## src/rtl/dlx_pkg.sv

```systemverilog
`timescale 1ns/1ps
// Shared types and width helpers for the DLX fetch front end.
// Latency: n/a (package only).
// Backpressure: n/a (package only).
//
// Contents:
//   XLEN         - architectural word width, upper bound for ADDR_W / INSTR_W
//   INSTR_BYTES  - PC increment between sequential fetches
//   fetch_slot_t - one reservation-queue entry {pc, data, filled}
//   ptr_w/cnt_w  - pointer and counter widths derived from the queue depth
package dlx_pkg;

    localparam int XLEN        = 32;
    localparam int INSTR_BYTES = 4;

    typedef struct packed {
        logic [XLEN-1:0] pc;
        logic [XLEN-1:0] data;
        logic            filled;
    } fetch_slot_t;

    // Queue pointers carry one extra wrap bit so full and empty differ.
    function automatic int ptr_w(input int depth);
        return $clog2(depth) + 1;
    endfunction

    // Wide enough to hold any value 0..depth.
    function automatic int cnt_w(input int depth);
        return $clog2(depth + 1);
    endfunction

endpackage

```

## src/rtl/dlx_fetch_slot_queue.sv

```systemverilog
`timescale 1ns/1ps
// In-order reservation queue: slots allocated at request, filled at response, popped by ID.
// Latency: a fill is visible at the head one cycle after i_fill.
// Backpressure: caller must not allocate when o_used == DEPTH nor pop an invalid head.
//
// Ports:
//   clk, reset            - clock, async active-high reset
//   i_alloc, i_alloc_pc   - reserve the next slot for a request at this PC
//   i_fill, i_fill_data   - write the oldest unfilled slot
//   i_pop                 - retire the head slot
//   i_flush               - drop everything (dominates alloc/fill/pop)
//   o_used, o_pending     - alloc-rd and alloc-fill distances
//   o_head_*              - head slot contents, valid once filled
module dlx_fetch_slot_queue
    import dlx_pkg::*;
#(
    parameter int ADDR_W  = 32,
    parameter int INSTR_W = 32,
    parameter int DEPTH   = 4,
    localparam int PW     = ptr_w(DEPTH)
) (
    input  logic               clk,
    input  logic               reset,
    input  logic               i_alloc,
    input  logic [ADDR_W-1:0]  i_alloc_pc,
    input  logic               i_fill,
    input  logic [INSTR_W-1:0] i_fill_data,
    input  logic               i_pop,
    input  logic               i_flush,
    output logic [PW-1:0]      o_used,
    output logic [PW-1:0]      o_pending,
    output logic               o_head_valid,
    output logic [ADDR_W-1:0]  o_head_pc,
    output logic [INSTR_W-1:0] o_head_data
);

    localparam int IW = PW - 1;

    fetch_slot_t   r_slots [DEPTH];
    logic [PW-1:0] r_alloc_ptr;
    logic [PW-1:0] r_fill_ptr;
    logic [PW-1:0] r_rd_ptr;

    logic [IW-1:0] w_alloc_idx;
    logic [IW-1:0] w_fill_idx;
    logic [IW-1:0] w_rd_idx;

    assign w_alloc_idx = r_alloc_ptr[IW-1:0];
    assign w_fill_idx  = r_fill_ptr[IW-1:0];
    assign w_rd_idx    = r_rd_ptr[IW-1:0];

    // Alloc and fill never target the same slot: a fill needs an outstanding
    // request, and alloc needs a free slot, so fill_ptr != alloc_ptr mod DEPTH.
    always_ff @(posedge clk or posedge reset) begin
        if (reset) begin
            r_alloc_ptr <= '0;
            r_fill_ptr  <= '0;
            r_rd_ptr    <= '0;
            for (int i = 0; i < DEPTH; i++) begin
                r_slots[i] <= '0;
            end
        end else if (i_flush) begin
            r_alloc_ptr <= '0;
            r_fill_ptr  <= '0;
            r_rd_ptr    <= '0;
            for (int i = 0; i < DEPTH; i++) begin
                r_slots[i].filled <= 1'b0;
            end
        end else begin
            if (i_alloc) begin
                r_slots[w_alloc_idx].pc     <= XLEN'(i_alloc_pc);
                r_slots[w_alloc_idx].filled <= 1'b0;
                r_alloc_ptr                 <= r_alloc_ptr + PW'(1);
            end
            if (i_fill) begin
                r_slots[w_fill_idx].data   <= XLEN'(i_fill_data);
                r_slots[w_fill_idx].filled <= 1'b1;
                r_fill_ptr                 <= r_fill_ptr + PW'(1);
            end
            if (i_pop) begin
                r_rd_ptr <= r_rd_ptr + PW'(1);
            end
        end
    end

    assign o_used       = r_alloc_ptr - r_rd_ptr;
    assign o_pending    = r_alloc_ptr - r_fill_ptr;
    assign o_head_valid = (r_rd_ptr != r_alloc_ptr) && r_slots[w_rd_idx].filled;
    assign o_head_pc    = ADDR_W'(r_slots[w_rd_idx].pc);
    assign o_head_data  = INSTR_W'(r_slots[w_rd_idx].data);

endmodule

```

## src/rtl/dlx_fetch_unit.sv

```systemverilog
`timescale 1ns/1ps
// DLX instruction fetch: pipelined ROM requests, in-order reservation queue, redirect flush.
// Latency: ROM response in cycle N gives instr_valid in N+1 (R+2 for a 1-cycle ROM).
// Backpressure: i_req drops when DEPTH fetches are queued or in flight; instr_ready stalls the head.
//
// Ports:
//   clk, reset               - clock, async active-high reset
//   i_address, i_req         - ROM request (address is the current PC)
//   i_data_valid, i_data_read- ROM response, returned in request order
//   pc_cmd_ID/pc_in_ID       - redirect from ID
//   pc_cmd_EX/pc_in_EX       - redirect from EX (wins over ID)
//   instr_valid/instr/instr_pc/instr_ready - valid/ready delivery to ID
module dlx_fetch_unit
    import dlx_pkg::*;
#(
    parameter int                ADDR_W   = 32,
    parameter int                INSTR_W  = 32,
    parameter int                DEPTH    = 4,
    parameter logic [ADDR_W-1:0] RESET_PC = '0
) (
    input  logic               clk,
    input  logic               reset,
    output logic [ADDR_W-1:0]  i_address,
    output logic               i_req,
    input  logic               i_data_valid,
    input  logic [INSTR_W-1:0] i_data_read,
    input  logic               pc_cmd_ID,
    input  logic [ADDR_W-1:0]  pc_in_ID,
    input  logic               pc_cmd_EX,
    input  logic [ADDR_W-1:0]  pc_in_EX,
    output logic               instr_valid,
    output logic [INSTR_W-1:0] instr,
    output logic [ADDR_W-1:0]  instr_pc,
    input  logic               instr_ready
);

    localparam int PW = ptr_w(DEPTH);
    localparam int CW = cnt_w(DEPTH);
    localparam int SW = PW + 1;

    logic [ADDR_W-1:0] r_pc;
    logic [CW-1:0]     r_discard_cnt;

    logic              w_redirect;
    logic [ADDR_W-1:0] w_target;
    logic              w_issue;
    logic              w_drop;
    logic              w_fill;
    logic              w_pop;
    logic              w_head_valid;
    logic [PW-1:0]     w_used;
    logic [PW-1:0]     w_pending;
    logic [SW-1:0]     w_inflight;
    logic [SW-1:0]     w_discard_nxt;
    logic [SW-1:0]     w_discard_sat;

    assign w_redirect = pc_cmd_EX | pc_cmd_ID;
    assign w_target   = pc_cmd_EX ? pc_in_EX : pc_in_ID;

    // Occupancy counts slots from rd_ptr, so a pop only frees issue next cycle.
    assign w_issue = !reset && !w_redirect && (w_used < PW'(DEPTH));

    // Stale responses (from before a redirect) are always consumed first.
    assign w_drop = i_data_valid && (r_discard_cnt != '0);
    assign w_fill = i_data_valid && (r_discard_cnt == '0) && (w_pending != '0) && !w_redirect;
    assign w_pop  = w_head_valid && instr_ready && !w_redirect;

    // Everything already requested and not yet returned becomes stale on a
    // redirect; a response arriving in the redirect cycle itself is one of them.
    assign w_inflight    = SW'(r_discard_cnt) + SW'(w_pending);
    assign w_discard_nxt = (i_data_valid && (w_inflight != '0)) ? (w_inflight - SW'(1)) : w_inflight;
    assign w_discard_sat = (w_discard_nxt > SW'(DEPTH)) ? SW'(DEPTH) : w_discard_nxt;

    always_ff @(posedge clk or posedge reset) begin
        if (reset) begin
            r_pc          <= RESET_PC;
            r_discard_cnt <= '0;
        end else begin
            if (w_redirect) begin
                r_pc          <= w_target;
                r_discard_cnt <= CW'(w_discard_sat);
            end else begin
                if (w_issue) begin
                    r_pc <= r_pc + ADDR_W'(INSTR_BYTES);
                end
                if (w_drop) begin
                    r_discard_cnt <= r_discard_cnt - CW'(1);
                end
            end
        end
    end

    dlx_fetch_slot_queue #(
        .ADDR_W  (ADDR_W),
        .INSTR_W (INSTR_W),
        .DEPTH   (DEPTH)
    ) u_queue (
        .clk          (clk),
        .reset        (reset),
        .i_alloc      (w_issue),
        .i_alloc_pc   (r_pc),
        .i_fill       (w_fill),
        .i_fill_data  (i_data_read),
        .i_pop        (w_pop),
        .i_flush      (w_redirect),
        .o_used       (w_used),
        .o_pending    (w_pending),
        .o_head_valid (w_head_valid),
        .o_head_pc    (instr_pc),
        .o_head_data  (instr)
    );

    assign i_req       = w_issue;
    assign i_address   = r_pc;
    assign instr_valid = !reset && w_head_valid;

    // A ROM response with nothing outstanding is a protocol error; it is ignored.
    a_no_orphan_response : assert property (@(posedge clk) disable iff (reset)
        i_data_valid |-> ((r_discard_cnt != '0) || (w_pending != '0)));

endmodule

```

## config.mk

```make
export PLATFORM = sky130hd
export DESIGN_NAME = dlx_fetch_unit
export DESIGN_NICKNAME = d
export VERILOG_FILES = /design/src/rtl/dlx_pkg.sv /design/src/rtl/dlx_fetch_slot_queue.sv /design/src/rtl/dlx_fetch_unit.sv
export SDC_FILE = /design/constraint.sdc
export NUM_CORES = 1
export LEC_CHECK = 0
export CORE_UTILIZATION = 40
export CTS_CLUSTER_DIAMETER = 120
export DETAILED_ROUTE_END_ITERATION = 16
export PLACE_DENSITY = 0.68
export SYNTH_ARGS = -nofsm -noshare
export SYNTH_HDL_FRONTEND = slang
export SYNTH_SLANG_ARGS = --single-unit
```

## constraint.sdc

```tcl
create_clock -name clk -period 16.89 [get_ports clk]
set_clock_uncertainty 0.2 [all_clocks]
set_input_delay 2.5335 -clock clk [delete_from_list [all_inputs] [get_ports clk]]
set_output_delay 2.5335 -clock clk [all_outputs]
set_load 0.005 [all_outputs]
```

======== After elaboration in Yosys (flattened, before gate mapping) ========
Cells that the tools add are included.
word-level totals
  flip-flop bits (word level) ............. 304
  input port bits ......................... 102
  output and inout bits ................... 98
  logic and storage cells ................. 96
operators by class
  add/sub/neg operators ................... 9
  $lt $le $gt $ge ......................... 7
  equality and inequality tests ........... 1
  muxes and demuxes ....................... 35
  bitwise gates (word level) .............. 4
  reductions and logical operators ........ 23
operators with widths
  kind                   count
  $bwmux 260             4
  $mux 260               3
  $demux 65 s2           4
  $mux 65                3
  $bmux 65 s2            1
  $mux 32                3
  $mux 33                1
  $add 32x3->32 const B  1
  $mux 3                 9
  $logic_and 1x1->1      13
  $add 3x1->3 const B    3
  $ge 3x3->1 const B     3
  $not 2->3              3
  $reduce_bool 2->1      4
  $lt 3x1->1 const B     2
  $mux 1                 6
  $reduce_bool 3->1      2
  $sub 3x3->3            2
  $add 3x3->4            1
  $gt 4x3->1 const B     1
  $mux 4                 1
  $reduce_bool 4->1      1
  $sub 4x1->4 const B    1
  $logic_not 3->1        1
  5 further kinds        6

======== Logic depth before layout (Yosys ltp) ========
  depth in word-level cells ............... 13
  depth in mapped cells ................... 12
  mapped depth without buffers ............ 12

======== By module ========
Synthesis repeated with hierarchy kept, for this count alone.
unflattened totals
  cell total of the unflattened synthesis .. 1049
  area total of the unflattened synthesis .. 15099.5 um2
by module, submodules not included
  module                times used  cells each  area each (um2)  seq. area each (um2)
  dlx_fetch_slot_queue  1           703         12206.7          6731.5
  dlx_fetch_unit        1           346         2892.8           875.8

======== Least setup slack after synthesis ========
No wires, ideal clock.
  kind .................................... input to output
  start point ............................. input port reset
  end point ............................... output port i_req
  data arrival time ....................... 10901 ps
  required time ........................... 14156 ps
  path slack .............................. 3255 ps
  stages on the path ...................... 5
  path buffers ............................ 2
  path through ............................ clkbuf_1 inv_1 o21ai_0 clkbuf_1 nor2_1
on the way
  word-level cells in the longest chain between the ends .. 3
RTL lines
  item                             line                  text
  start, declared                  dlx_fetch_unit.sv:22  input logic reset,
  $logic_not 1->1                  dlx_fetch_unit.sv:61  assign w_issue = !reset && !w_redirect && (w_used < PW'(DEPTH));
  $logic_and 1x1->1 (2 in series)  dlx_fetch_unit.sv:61
  end, declared                    dlx_fetch_unit.sv:24  output logic i_req,
Every way passes these cells.

======== Final worst setup path ========
Same ends and word-level chain as after synthesis.

==> impl_metrics.ini <==
[outcome]
status = completed

[yosys]
synthesis.nets = 1164
synth_cell_types = 65
synth_ff_type = dfrtp_1
syn_area_per_cell_um2 = 14.6
synth_compound_area_share_pct = 5.84
synthXorXnorAreaFrac_pct = 0.945
synth_fa_ha_area_share_pct = 1.83
syn_inst = 1041
synth-async-reset-ratio_pct = 100
seq_area_frac_synth_pct = 50.0
synth.cell_area_um2 = 15200
synthSimpleGateAreaFrac_pct = 5.27
yosysWarnings = 0
synth_edf_count = 0
muxShareOfSynthArea_pct = 32.0
synth.ff_latch_count = 304
synth_top_family_by_area = multiplexers

[clock_network]
cts_made_buffers = 36
cts.sinks = 304
htreeDepth = 2
clkLatencyLatePin_ns = 0.51
post_cts_resized = 0
cts_hold_buf = 0
post-cts-setup-buffers = 0
cts-root-buf = clkbuf_16
cts.path.max_buffers = 3
cts_tree = built
clk_pin_slew_ns = 0.06

[timing]
fin_tns_setup_ns = 0
period_share_pct = 45.6
worstMarginPinSlew_ns = 1.08
fmax_mhz = 130
max_slew_margin_pct = 27.4
hold_violations = 0
min_period_ns = 7.70
slew_viol_final = 0
setup_violations = 0
setup_ws_ns = 9.19
grt_setup_unrepaired = no

[critical_path]
crit_path_cell_trace = clkdlybuf4s50_1, inv_8, o21ai_1, nor2_1, clkdlybuf4s50_1
ff2ff_path_depth = 8
critical-path-top-delay-family = buffers and inverters
cp_num_buf_inv = 3
path_max_fanout = 107
arrival_ns = 4.96
critPathMaxStageDelay_ns = 0.73
worstPathRequired_ns = 14.16
crit_path_start_kind = input pin
path_class = input pin to output pin
cp-startpoint = reset
slowest_stage = clkdlybuf4s50_1
regToRegSetupSlack_ns = 12.65
path_common_cell = clkdlybuf4s50_1
r2r-end = u_queue.r_slots[250]$_DFFE_PP0P_
r2r-start = u_queue.r_rd_ptr[1]$_DFFE_PP0P_
end_kind = output pin

[final_layout]
antenna_cells = 0
layout-drive-gt1-share_pct = 33.1
fillers = 3241
area_growth_pct = 22.6
nNetsFinal = 1342

[hold_path]
hp-start = u_queue.r_slots[58]$_DFFE_PP0P_
worstHoldPathCells = 2
min_to = u_queue.r_slots[58]$_DFFE_PP0P_
hp-class = flip-flop to flip-flop

[route]
vias = 9605
drtPass1Iterations = 7
drtIter0Drc = 638
via_per_inst = 5.47
wire_per_inst_um = 21.4
antenna_left = 0
drc_errors = 0
finalWirelength_um = 37500

[pwr]
power_mw = 2.05
p_leak_nw = 8.18
ir_worst_vdd_v = 0.0000548
power_density_nw_per_um2 = 110

[floorplan]
die_h_um = 197
dieArea_um2 = 38800
coreArea_um2 = 37600
io_pins = 200
dieWidth_um = 197
num_rows = 71
initial_core_util_pct = 40.5

[place]
place_congestion = 0.836
portBuffers = 199
dp_hpwl_um = 23800
dp_slack_ns = 9.16

[global_route]
grt_max_degree = 108
grt.total_usage_pct = 19.7
grt_pass1_wl_um = 59700
antenna_found_initial = 0
overflow = 0
first_global_vias = 10100

[run]
drv_cap = 0
-- metal layers --
| metal | vias to the layer above | wire [um] | track usage [%] |
|---|---|---|---|
| li1 | 4256 | - | - |
| met1 | 4985 | 16800 | 27.0 |
| met2 | 307 | 17600 | 31.7 |
| met3 | 57 | 2420 | 4.39 |
| met4 | 0 | 687 | 4.45 |
| met5 | - | 0 | 0 |
-- metrics by stage --
stage	std cells	instance area (um2)	hold slack, ns	utilization, %
final	1755	18700	0.289	49.7
after detailed placement	1692	17500	0.274	46.5
after global placement	1692	17500	0.264	46.5
after global routing	1755	18700	0.308	49.7
after floorplan	1041	15200	0.245	-
after CTS	1755	18700	0.287	49.7
-- worst min-delay path: stages, from the launching register on --
cell     delay [ns]
dfrtp_1        0.34
nand2_1        0.05
o21ai_0        0.06
-- logic make-up after synthesis --
| logic type | count (synthesis) |
|---|---|
| mux | 330 |
| flops | 304 |
| simple gates | 148 |
| compound gates | 124 |
| buf+inv | 100 |
| fa+ha+maj | 21 |
| xor+xnor | 14 |
-- cells in the mapped netlist, types with 6 or more instances --
cell type  instances  area share, %
o22ai_1            7           0.29
xnor2_1            9           0.52
buf_12            12            1.6
mux2_2           132            9.8
inv_1             23           0.57
nand2_1           34           0.84
buf_2             24           0.79
a22oi_1           20           0.99
and3_1            12           0.49
mux2_4           116             11
nand3_1           23           0.76
mux4_2            65            9.6
o211ai_1           6           0.30
ha_1              19            1.6
mux2i_1           12           0.79
nor3_1             8           0.26
nand4_1            6           0.25
nor2_1            22           0.54
clkbuf_1          30           0.74
a21oi_1           14           0.46
a2bb2oi_1          6           0.35
buf_1              7           0.17
o21ai_0           21           0.69
dfrtp_1          304             50
a211oi_1          10           0.49
-- where the power goes --
group / switching (mW) / internal, mW
Combinational: 0.143 / 0.260
Sequential: 0.0607 / 0.810
Clock: 0.315 / 0.466
-- area by class of cell --
cell class | count | area [um2] | share of cell area (%)
Clock inverter | 18 | 186 | 0.999
Inverter | 23 | 93.8 | 0.503
Multi-Input combinational cell | 637 | 7010 | 37.6
Clock buffer | 45 | 996 | 5.34
Tap cell | 511 | 639 | 3.43
Timing Repair Buffer | 217 | 2120 | 11.4
Sequential cell | 304 | 7610 | 40.8
-- state kept, by name, indices dropped and copies added, names as in the netlist --
register and count:
i_address 32, r_discard_cnt 3, u_queue.r_alloc_ptr 3, u_queue.r_fill_ptr 3, u_queue.r_rd_ptr 3, u_queue.r_slots 260
-- placed cells by master (no fill, tap or decap), drive strengths merged, types with 4 or more instances in the layout --
cell           netlist  final
o211ai               6      6
a2bb2oi              6      6
buf                 47     19
xor2                 4      4
a31oi                5      5
o22ai                7      7
clkbuf              30     45
clkinv               0     10
a21oi               15     15
mux4                65     65
a22oi               20     20
mux2               253    253
o21ai               23     23
ha                  19     19
nand3               26     26
xnor2                9      9
clkdlybuf4s50        0    198
nor2                22     22
nor3                 8      8
dfrtp              304    304
a21o                 5      5
and3                12     12
nand2               34     34
nor3b                5      5
nor2b                5      5
a211oi              10     10
inv                 23     27
or3                  5      5
and4                 5      5
a31o                 4      4
nand4                6      6
a22o                 4      4
mux2i               12     12
-- how the worst max path moves through the flow --
stage | to | depth (start not counted)
floorplan | i_req | 5
global placement | i_req | 5
detailed placement | i_req | 5
CTS | i_req | 5
global route | i_req | 5
finish | i_req | 5
No activity file was read; power rests on OpenSTA's default activity.
